==> src/rtl/render_pkg.sv <==
// render_pkg: shared widths, raster defaults, command record and sequencer states
package render_pkg;
  localparam int X_W = 11;
  localparam int Y_W = 12;
  localparam int COLOR_W = 32;
  localparam int PROG_W = 6;
  localparam int DEF_SCREEN_W = 1080;
  localparam int DEF_SCREEN_H = 2160;
  typedef struct packed {
    logic [PROG_W-1:0] id;
    logic [X_W-1:0] x;
    logic [Y_W-1:0] y;
    logic [COLOR_W-1:0] color;
    logic [X_W-1:0] w;
    logic [Y_W-1:0] h;
  } cmd_t;
  typedef enum logic [1:0] {IDLE, PROG, SCAN} state_t;
endpackage

==> src/rtl/render_cmd_fifo.sv <==
// render_cmd_fifo: first-word-fall-through command FIFO (DEPTH a power of two)
// Ports: push/wr_data write side (ignored while full), pop/rd_data read side
// (ignored while empty), full/empty/count registered status.
module render_cmd_fifo #(
  parameter int W = $bits(render_pkg::cmd_t),
  parameter int DEPTH = 8
) (
  input  logic                     clk,
  input  logic                     rst_n,
  input  logic                     push,
  input  logic [W-1:0]             wr_data,
  input  logic                     pop,
  output logic [W-1:0]             rd_data,
  output logic                     full,
  output logic                     empty,
  output logic [$clog2(DEPTH):0]   count
);
  localparam int AW = $clog2(DEPTH);
  logic [W-1:0] r_mem [DEPTH];
  logic [AW-1:0] r_wptr, r_rptr;
  logic [AW:0] r_count, w_count_nxt;
  logic r_full, r_empty, w_push, w_pop;
  always_comb begin
    w_push = push && !r_full;
    w_pop = pop && !r_empty;
    w_count_nxt = r_count + (AW+1)'(w_push) - (AW+1)'(w_pop);
  end
  // Flags are registered from the next count so they never lag the data.
  always_ff @(posedge clk or negedge rst_n)
    if (!rst_n) begin
      r_wptr <= '0;
      r_rptr <= '0;
      r_count <= '0;
      r_full <= 1'b0;
      r_empty <= 1'b1;
    end else begin
      if (w_push) r_wptr <= r_wptr + AW'(1);
      if (w_pop) r_rptr <= r_rptr + AW'(1);
      r_count <= w_count_nxt;
      r_full <= w_count_nxt == (AW+1)'(DEPTH);
      r_empty <= w_count_nxt == '0;
    end
  always_ff @(posedge clk)
    if (w_push) r_mem[r_wptr] <= wr_data;
  assign rd_data = r_mem[r_rptr];
  assign full = r_full;
  assign empty = r_empty;
  assign count = r_count;
endmodule

==> src/rtl/render_scan_sequencer.sv <==
// render_scan_sequencer: drains queued shape commands into the renderer chain, then scans the raster
// Ports: cmd_* host command write side (cmd_ready = FIFO not full); enable lets
// frames start; bg_color sampled at frame start; out_ready stalls the output bus
// program_out/x_out/y_out/color_out/shape_w_out/shape_h_out/out_valid with
// frame_start/frame_end pulses on the first/last pixel.
module render_scan_sequencer
  import render_pkg::*;
#(
  parameter int SCREEN_W = DEF_SCREEN_W,
  parameter int SCREEN_H = DEF_SCREEN_H,
  parameter int CMD_DEPTH = 8
) (
  input  logic               clk,
  input  logic               rst_n,
  input  logic               enable,
  input  logic [COLOR_W-1:0] bg_color,
  input  logic               cmd_valid,
  output logic               cmd_ready,
  input  logic [PROG_W-1:0]  cmd_id,
  input  logic [X_W-1:0]     cmd_x,
  input  logic [Y_W-1:0]     cmd_y,
  input  logic [COLOR_W-1:0] cmd_color,
  input  logic [X_W-1:0]     cmd_w,
  input  logic [Y_W-1:0]     cmd_h,
  input  logic               out_ready,
  output logic [PROG_W-1:0]  program_out,
  output logic [X_W-1:0]     x_out,
  output logic [Y_W-1:0]     y_out,
  output logic [COLOR_W-1:0] color_out,
  output logic [X_W-1:0]     shape_w_out,
  output logic [Y_W-1:0]     shape_h_out,
  output logic               out_valid,
  output logic               frame_start,
  output logic               frame_end
);
  localparam logic [X_W-1:0] X_MAX = X_W'(SCREEN_W-1);
  localparam logic [Y_W-1:0] Y_MAX = Y_W'(SCREEN_H-1);
  state_t r_state;
  logic r_valid, r_fs, r_fe;
  logic [PROG_W-1:0] r_prog;
  logic [X_W-1:0] r_x, r_w, w_nx;
  logic [Y_W-1:0] r_y, r_h, w_ny;
  logic [COLOR_W-1:0] r_color;
  cmd_t w_cmd, w_wr_cmd;
  logic w_full, w_empty, w_adv, w_pop, w_wrap;
  logic [$clog2(CMD_DEPTH):0] w_count;
  assign w_wr_cmd = '{id: cmd_id, x: cmd_x, y: cmd_y, color: cmd_color, w: cmd_w, h: cmd_h};
  // The output register doubles as the scan counter: the pixel on the bus is
  // the current position, so the next pixel derives from it.
  always_comb begin
    w_adv = !r_valid || out_ready;
    w_pop = r_state == PROG && w_adv && w_count != '0;
    w_wrap = r_x == X_MAX;
    w_nx = w_wrap ? '0 : r_x + X_W'(1);
    w_ny = w_wrap ? r_y + Y_W'(1) : r_y;
  end
  render_cmd_fifo #(.W($bits(cmd_t)), .DEPTH(CMD_DEPTH)) u_fifo (
    .clk(clk), .rst_n(rst_n), .push(cmd_valid), .wr_data(w_wr_cmd), .pop(w_pop),
    .rd_data(w_cmd), .full(w_full), .empty(w_empty), .count(w_count)
  );
  // On an empty FIFO, PROG loads pixel (0,0) directly so the gap after the
  // last command (or after frame_end) is a single cycle.
  always_ff @(posedge clk or negedge rst_n)
    if (!rst_n) begin
      r_state <= IDLE;
      r_valid <= 1'b0;
      r_prog <= '0;
      r_x <= '0;
      r_y <= '0;
      r_color <= '0;
      r_w <= '0;
      r_h <= '0;
      r_fs <= 1'b0;
      r_fe <= 1'b0;
    end else
      case (r_state)
        IDLE: if (enable) r_state <= PROG;
        PROG: if (w_adv) begin
          if (!w_empty) begin
            r_valid <= w_cmd.id != '0;
            r_prog <= w_cmd.id;
            r_x <= w_cmd.x;
            r_y <= w_cmd.y;
            r_color <= w_cmd.color;
            r_w <= w_cmd.w;
            r_h <= w_cmd.h;
          end else begin
            r_state <= SCAN;
            r_valid <= 1'b1;
            r_prog <= '0;
            r_x <= '0;
            r_y <= '0;
            r_color <= bg_color;
            r_w <= '0;
            r_h <= '0;
            r_fs <= 1'b1;
            r_fe <= X_MAX == '0 && Y_MAX == '0;
          end
        end
        SCAN: if (w_adv) begin
          r_fs <= 1'b0;
          if (r_fe) begin
            r_valid <= 1'b0;
            r_fe <= 1'b0;
            r_state <= enable ? PROG : IDLE;
          end else begin
            r_x <= w_nx;
            r_y <= w_ny;
            r_fe <= w_nx == X_MAX && w_ny == Y_MAX;
          end
        end
        default: r_state <= IDLE;
      endcase
  assign cmd_ready = !w_full;
  assign program_out = r_prog;
  assign x_out = r_x;
  assign y_out = r_y;
  assign color_out = r_color;
  assign shape_w_out = r_w;
  assign shape_h_out = r_h;
  assign out_valid = r_valid;
  assign frame_start = r_fs;
  assign frame_end = r_fe;
endmodule

==> config.mk <==
export PLATFORM = sky130hd
export DESIGN_NAME = render_scan_sequencer
export DESIGN_NICKNAME = d
export VERILOG_FILES = /design/src/rtl/render_pkg.sv /design/src/rtl/render_cmd_fifo.sv /design/src/rtl/render_scan_sequencer.sv
export SDC_FILE = /design/constraint.sdc
export NUM_CORES = 1
export LEC_CHECK = 0
export CORE_MARGIN = 8
export CORE_UTILIZATION = 35
export CTS_CLUSTER_DIAMETER = 50
export CTS_CLUSTER_SIZE = 16
export DETAILED_ROUTE_END_ITERATION = 7
export SYNTH_ARGS = -nofsm -noshare
export SYNTH_HDL_FRONTEND = slang
export SYNTH_SLANG_ARGS = --single-unit
==> constraint.sdc <==
create_clock -name clk -period 10.05 [get_ports clk]
set_input_delay 3.015 -clock clk [delete_from_list [all_inputs] [get_ports clk]]
set_output_delay 3.015 -clock clk [all_outputs]
set_load 0.01 [all_outputs]
Yosys cells after proc, flatten, opt, wreduce, memory -nomap -nowiden. Memory sizes are Yosys's and may differ from the RTL's. Cells that the tools add are included.

Bitwise gates (word level): 0. Div/mod/pow operators: 0. Multipliers: 0. Reductions and logical operators: 19. Mux-type cells: 39. Order comparisons: 0. Add/sub/neg operators: 6. Shift operators: 0. Eq/ne operators: 12.

Operator list (number): two-way mux 12 bit (6); two-way mux 11 bit (6); two-way mux 32 bit (1); one-hot mux 12 bit (2 select lines) (1); equality test 11 bit (second input constant) (2); one-hot mux 11 bit (2 select lines) (1); two-way mux 1 bit (14); adder 12 x 1 -> 12 bit (second input constant) (1); equality test 12 bit (second input constant) (1); AND reduction 4 bit (3); adder 11 x 1 -> 11 bit (second input constant) (1); two-way mux 2 bit (5); inequality test 2 bit (second input constant) (5); adder 3 x 1 -> 3 bit (second input constant) (2); two-way mux 6 bit (1); one-hot mux 1 bit (2 select lines) (3); one-hot mux 2 bit (3 select lines) (1); nonzero test 6 bit (1); logical AND 1 bit (5); AND reduction 5 bit (1); adder 4 x 1 -> 4 bit (1); equality test 4 bit (second input constant) (1); logical NOT 4 bit (1); nonzero test 4 bit (1); other kinds (9) (11).

Output and inout bits: 88. Bits of input ports: 121. Latch bits: 0. Bits in read-only memories: 0. Memory bits (writable): 672. Bits in registers: 101. Memories kept: 1. Word-level logic and storage cells: 92.

Memory list: u_fifo.r_mem (words 8, width 84, read ports 1, clocked after memory_dff 0, wr ports 1, line render_cmd_fifo.sv:19) `logic [W-1:0] r_mem [DEPTH];`.

Longest topological paths before layout.
Depth after elaboration: 7. Gate-level depth with buffers: 11. Depth with buffers taken out: 10.

Cells and area by module. Synthesis repeated with hierarchy kept, for this count alone.

Cells, all modules: 1564. Area, all modules: 30588.1 um^2.

By module, submodules not included: render_cmd_fifo (area each 25896.1 um^2, cells an instance 1028, times used 1, seq. area each 20480.9 um^2); render_scan_sequencer (area each 4692.0 um^2, cells an instance 536, times used 1, seq. area each 2227.1 um^2).

Worst setup path after synthesis. No wires, ideal clock.

Path type: input to register. From: input cmd_valid. To: memory u_fifo.r_mem[0][0] in the netlist's numbering, enable pin. Data required time: 9.421 ns. Path slack: 0.250 ns. Data arrival time: 9.171 ns. Library setup time: 0.629 ns. Path buffers: 1. Stages: 4. Cell sequence: nor2b_1 clkbuf_1 nand2b_1 nor3_1.

Longest elaborated chain between the ends: 3.

Ends and longest elaborated chain: start, declared (line render_scan_sequencer.sv:17) `input logic cmd_valid,`; logical AND 1 bit (line render_cmd_fifo.sv:24) `w_push = push && !r_full;`; net u_fifo.w_push (line render_cmd_fifo.sv:22) `logic r_full, r_empty, w_push, w_pop;`; two-way mux 1 bit (line render_cmd_fifo.sv:44) `if (w_push) r_mem[r_wptr] <= wr_data;`; two-way mux 1 bit (implied by the code) (line render_cmd_fifo.sv:44); end, declared (line render_cmd_fifo.sv:19).

The timed path passes the listed nets, and every way through them passes these cells.

Worst setup path in the final report.
From: input cmd_valid. To: memory u_fifo.r_mem[2][12] in the netlist's numbering, enable pin.

Longest elaborated chain between the ends: 3.

Ends and longest elaborated chain (line): logical AND 1 bit (render_cmd_fifo.sv:24); two-way mux 1 bit (render_cmd_fifo.sv:44); two-way mux 1 bit (implied by the code) (render_cmd_fifo.sv:44).

No other way between the ends.

==> results_dict.tcl <==
set metrics [dict create \
    outcome "finished, final reports clean" \
    route.detailed.vias_per_inst 5.088 \
    hpwlAfterDp_um 41770 \
    design.core.area_um2 85010 \
    cp.arrival_ps 6190 \
    grt_first_pass_wirelength_um 105300 \
    timing.clock.skew_ps 24.26 \
    post_synthesis_net_count 1660 \
    holdCritPathClass "flip-flop to flip-flop" \
    cts_buffer_depth 3 \
    drt_iter0_drc 1167 \
    synth_cells 1529 \
    mostFrequentLayoutCells "sky130_fd_sc_hd__edfxtp_1, sky130_fd_sc_hd__clkdlybuf4s50_1, sky130_fd_sc_hd__mux4_2" \
    cts_post_setup_buffers_inserted 0 \
    hold_slack_ps 479.7 \
    drt_drc_violations_left 0 \
    ys_types 55 \
    unrepaired_setup_endpoints_after_global_routing "false" \
    ys.flop_type "sky130_fd_sc_hd__edfxtp_1" \
    buffer_ports.inserted 208 \
    timing.final.max_slew_violations 0 \
    placed_cell_area_um2 33400 \
    critPathMaxFanout 53 \
    critical_path.startpoint "cmd_valid" \
    post_synth_main_area_contributors "sky130_fd_sc_hd__edfxtp_1, sky130_fd_sc_hd__mux4_2, sky130_fd_sc_hd__dfrtp_1, sky130_fd_sc_hd__mux2i_1, sky130_fd_sc_hd__o21ai_0" \
    crit_type "input pin to flip-flop" \
    synthesis.area_um2 30000 \
    yosys_warnings 0 \
    rows 107 \
    synth.yosys.seq_area_share_pct 75.71 \
    netlist.area_leader.share_pct 67.28 \
    r2r-start "u_fifo.r_rptr[2]" \
    cts-buffers-inserted 86 \
    min_period_ps 5950 \
    finalHoldViolCount 0 \
    cts-resized-gates 0 \
    dieArea_um2 95320 \
    clkLatencyLatePin_ps 640 \
    share_of_post_route_cells_with_drive_strength_above_1_pct 20.05 \
    post-synth-top-area-cell "sky130_fd_sc_hd__edfxtp_1" \
    avgSynthCellArea_um2 19.62 \
    num_io_pins 209 \
    number_of_enable_flip_flop_cells_after_synthesis 672 \
    clk_pin_slew_ps 50 \
    initial_antenna_violation_count 15 \
    die_span_in_x_um 308.7 \
    area_growth_from_synthesis_to_final_layout_pct 21.38 \
    regToRegEndpoint "out_valid" \
    critPathLaunchType "input pin" \
    gp_congestion 0.7690 \
    cts_tree "yes" \
    setup_ws_ps 4100 \
    ir_worst_vdd_uv 166.8 \
    global_route.usage.total_pct 14.65 \
    ys_ff_latch 773 \
    maxCapViolCount 0 \
    cts-root-buf "sky130_fd_sc_hd__clkbuf_16" \
    layout.cells.most_common "sky130_fd_sc_hd__edfxtp_1" \
    finalSetupViolCount 0 \
    r2r.worst_path.cells 6 \
    htreeDepth 3 \
    count_of_nets_after_finishing 1896 \
    die_span_y_um 308.7 \
    grt_start_max_net_pins 95 \
    max_clock_freq_mhz 168.1 \
    starting_density_pct 35.28 \
    totalNegativeSetupSlack_ps 0 \
    period_share_pct 59.20 \
    dr.pass1.iters 4 \
    setup.worst_path.end_class "flip-flop" \
    grt-ovfl-total 0 \
    synth-async-reset-ratio_pct 13.07 \
    placement.setup.worst_slack_ps 3390 \
    timing_worst_slew_pin_value_ps 1169 \
    critical_path_required_ps 10290 \
    cell_area_after_layout_um2 36410 \
    r2r_setup_slack_ps 5900 \
    wl_per_cell_um 23.47 \
    layout.filler_cells 7320 \
    cts.sink_count 773 \
    postCtsHoldBufs 0 \
    first_global_vias 15960 \
    critPathCapture "u_fifo.r_mem[2][12]" \
    count_of_antenna_violating_nets_left_after_detailed_routing 0 \
    worst_slew_margin_relative_to_its_limit_pct 21.55 \
    power.density_nw_per_um2 299.4 \
    route.vias.total 15190 \
    wire_length_after_detailed_routing_um 70060 \
    leakage_nw 12.11 \
]
==> sequential cells by signal (all words and copies together), names as in the netlist, 2 cells and up <==
| register | count |
|---|---|
| shape_h_out | 12 |
| shape_w_out | 11 |
| x_out | 11 |
| r_state | 2 |
| u_fifo.r_mem | 672 |
| u_fifo.r_rptr | 3 |
| u_fifo.count | 4 |
| u_fifo.r_wptr | 3 |
| program_out | 6 |
| color_out | 32 |
| y_out | 12 |
==> logic make-up after synthesis <==
family / count (synthesis) / synth area share (%)
buffers and inverters: 97 / 1.377
and+or+nand+nor: 203 / 3.079
AOI/OAI and AO/OA: 181 / 3.579
adders and majority gates: 10 / 0.4422
xor gates and xnor gates: 10 / 0.2920
DFF: 773 / 75.71
muxes: 255 / 15.53
==> per-layer routing <==
layer | routed length [um] | vias up | GRT usage (%)
li1 | - | 6687 | -
met3 | 5151 | 98 | 3.726
met5 | 75 | - | 0
met1 | 29660 | 7953 | 19.62
met4 | 1371 | 10 | 3.971
met2 | 33810 | 439 | 23.79
==> power breakdown <==
group | leakage, nW | internal, W | switching, W
Clock | 1.43 | 0.00185 | 0.00138
Sequential | 7.33 | 0.00412 | 0.000438
Combinational | 3.35 | 0.00149 | 0.00162
Total | 12.1 | 0.00745 | 0.00345
==> worst min-delay path by stage <==
stage / slack (ps) / endpoint / start / depth (start not counted)
after floorplan: 460 / u_fifo.r_wptr[2] / u_fifo.r_wptr[2] / 1
after global placement: 460 / color_out[10] / color_out[10] / 2
after detailed placement: 470 / color_out[0] / color_out[0] / 2
after CTS: 480 / color_out[0] / color_out[0] / 2
after global routing: 510 / color_out[8] / color_out[8] / 2
final: 480 / color_out[2] / color_out[2] / 2
==> per-stage QoR <==
step                std cells  util (%)  total power [W]
floorplan                1529         -         0.006566
global placement         2821     39.29         0.007761
detailed placement       2821     39.29         0.007819
CTS                      2979     42.81          0.01108
global route             2979     42.81          0.01147
finish                   2985     42.83          0.01090
==> critical path, stage by stage <==
cell and delay, ps:
sky130_fd_sc_hd__clkdlybuf4s50_1 470, sky130_fd_sc_hd__nor2b_1 470, sky130_fd_sc_hd__nand2b_1 350, sky130_fd_sc_hd__nor2_4 940, sky130_fd_sc_hd__buf_4 870
==> cells in the mapped netlist (5+ instances only) <==
cell type and count:
sky130_fd_sc_hd__nor2b_1 5, sky130_fd_sc_hd__inv_1 12, sky130_fd_sc_hd__nor2_1 57, sky130_fd_sc_hd__buf_1 18
sky130_fd_sc_hd__nand2_1 85, sky130_fd_sc_hd__nand4_1 5, sky130_fd_sc_hd__nand3_1 11, sky130_fd_sc_hd__clkbuf_1 38
sky130_fd_sc_hd__mux2i_1 85, sky130_fd_sc_hd__ha_1 9, sky130_fd_sc_hd__nor3_1 12, sky130_fd_sc_hd__o21ai_0 86
sky130_fd_sc_hd__buf_2 27, sky130_fd_sc_hd__o32ai_1 5, sky130_fd_sc_hd__o21a_1 6, sky130_fd_sc_hd__mux4_2 168
sky130_fd_sc_hd__dfrtp_1 100, sky130_fd_sc_hd__nand2b_1 7, sky130_fd_sc_hd__a21oi_1 43, sky130_fd_sc_hd__a22o_1 10
sky130_fd_sc_hd__edfxtp_1 672, sky130_fd_sc_hd__xor2_1 6
==> final cells by class <==
cell class,instances,area (um2),share of cell area [%]
Sequential cell,773,22720,62.41
Timing Repair Buffer,233,2267,6.227
Clock inverter,59,718.2,1.973
Clock buffer,99,2272,6.241
Multi-Input combinational cell,659,6937,19.05
Tap cell,1144,1431,3.931
Antenna cell,6,15.01,0.04124
Inverter,12,45.04,0.1237
(Power assumes the default switching activity.)
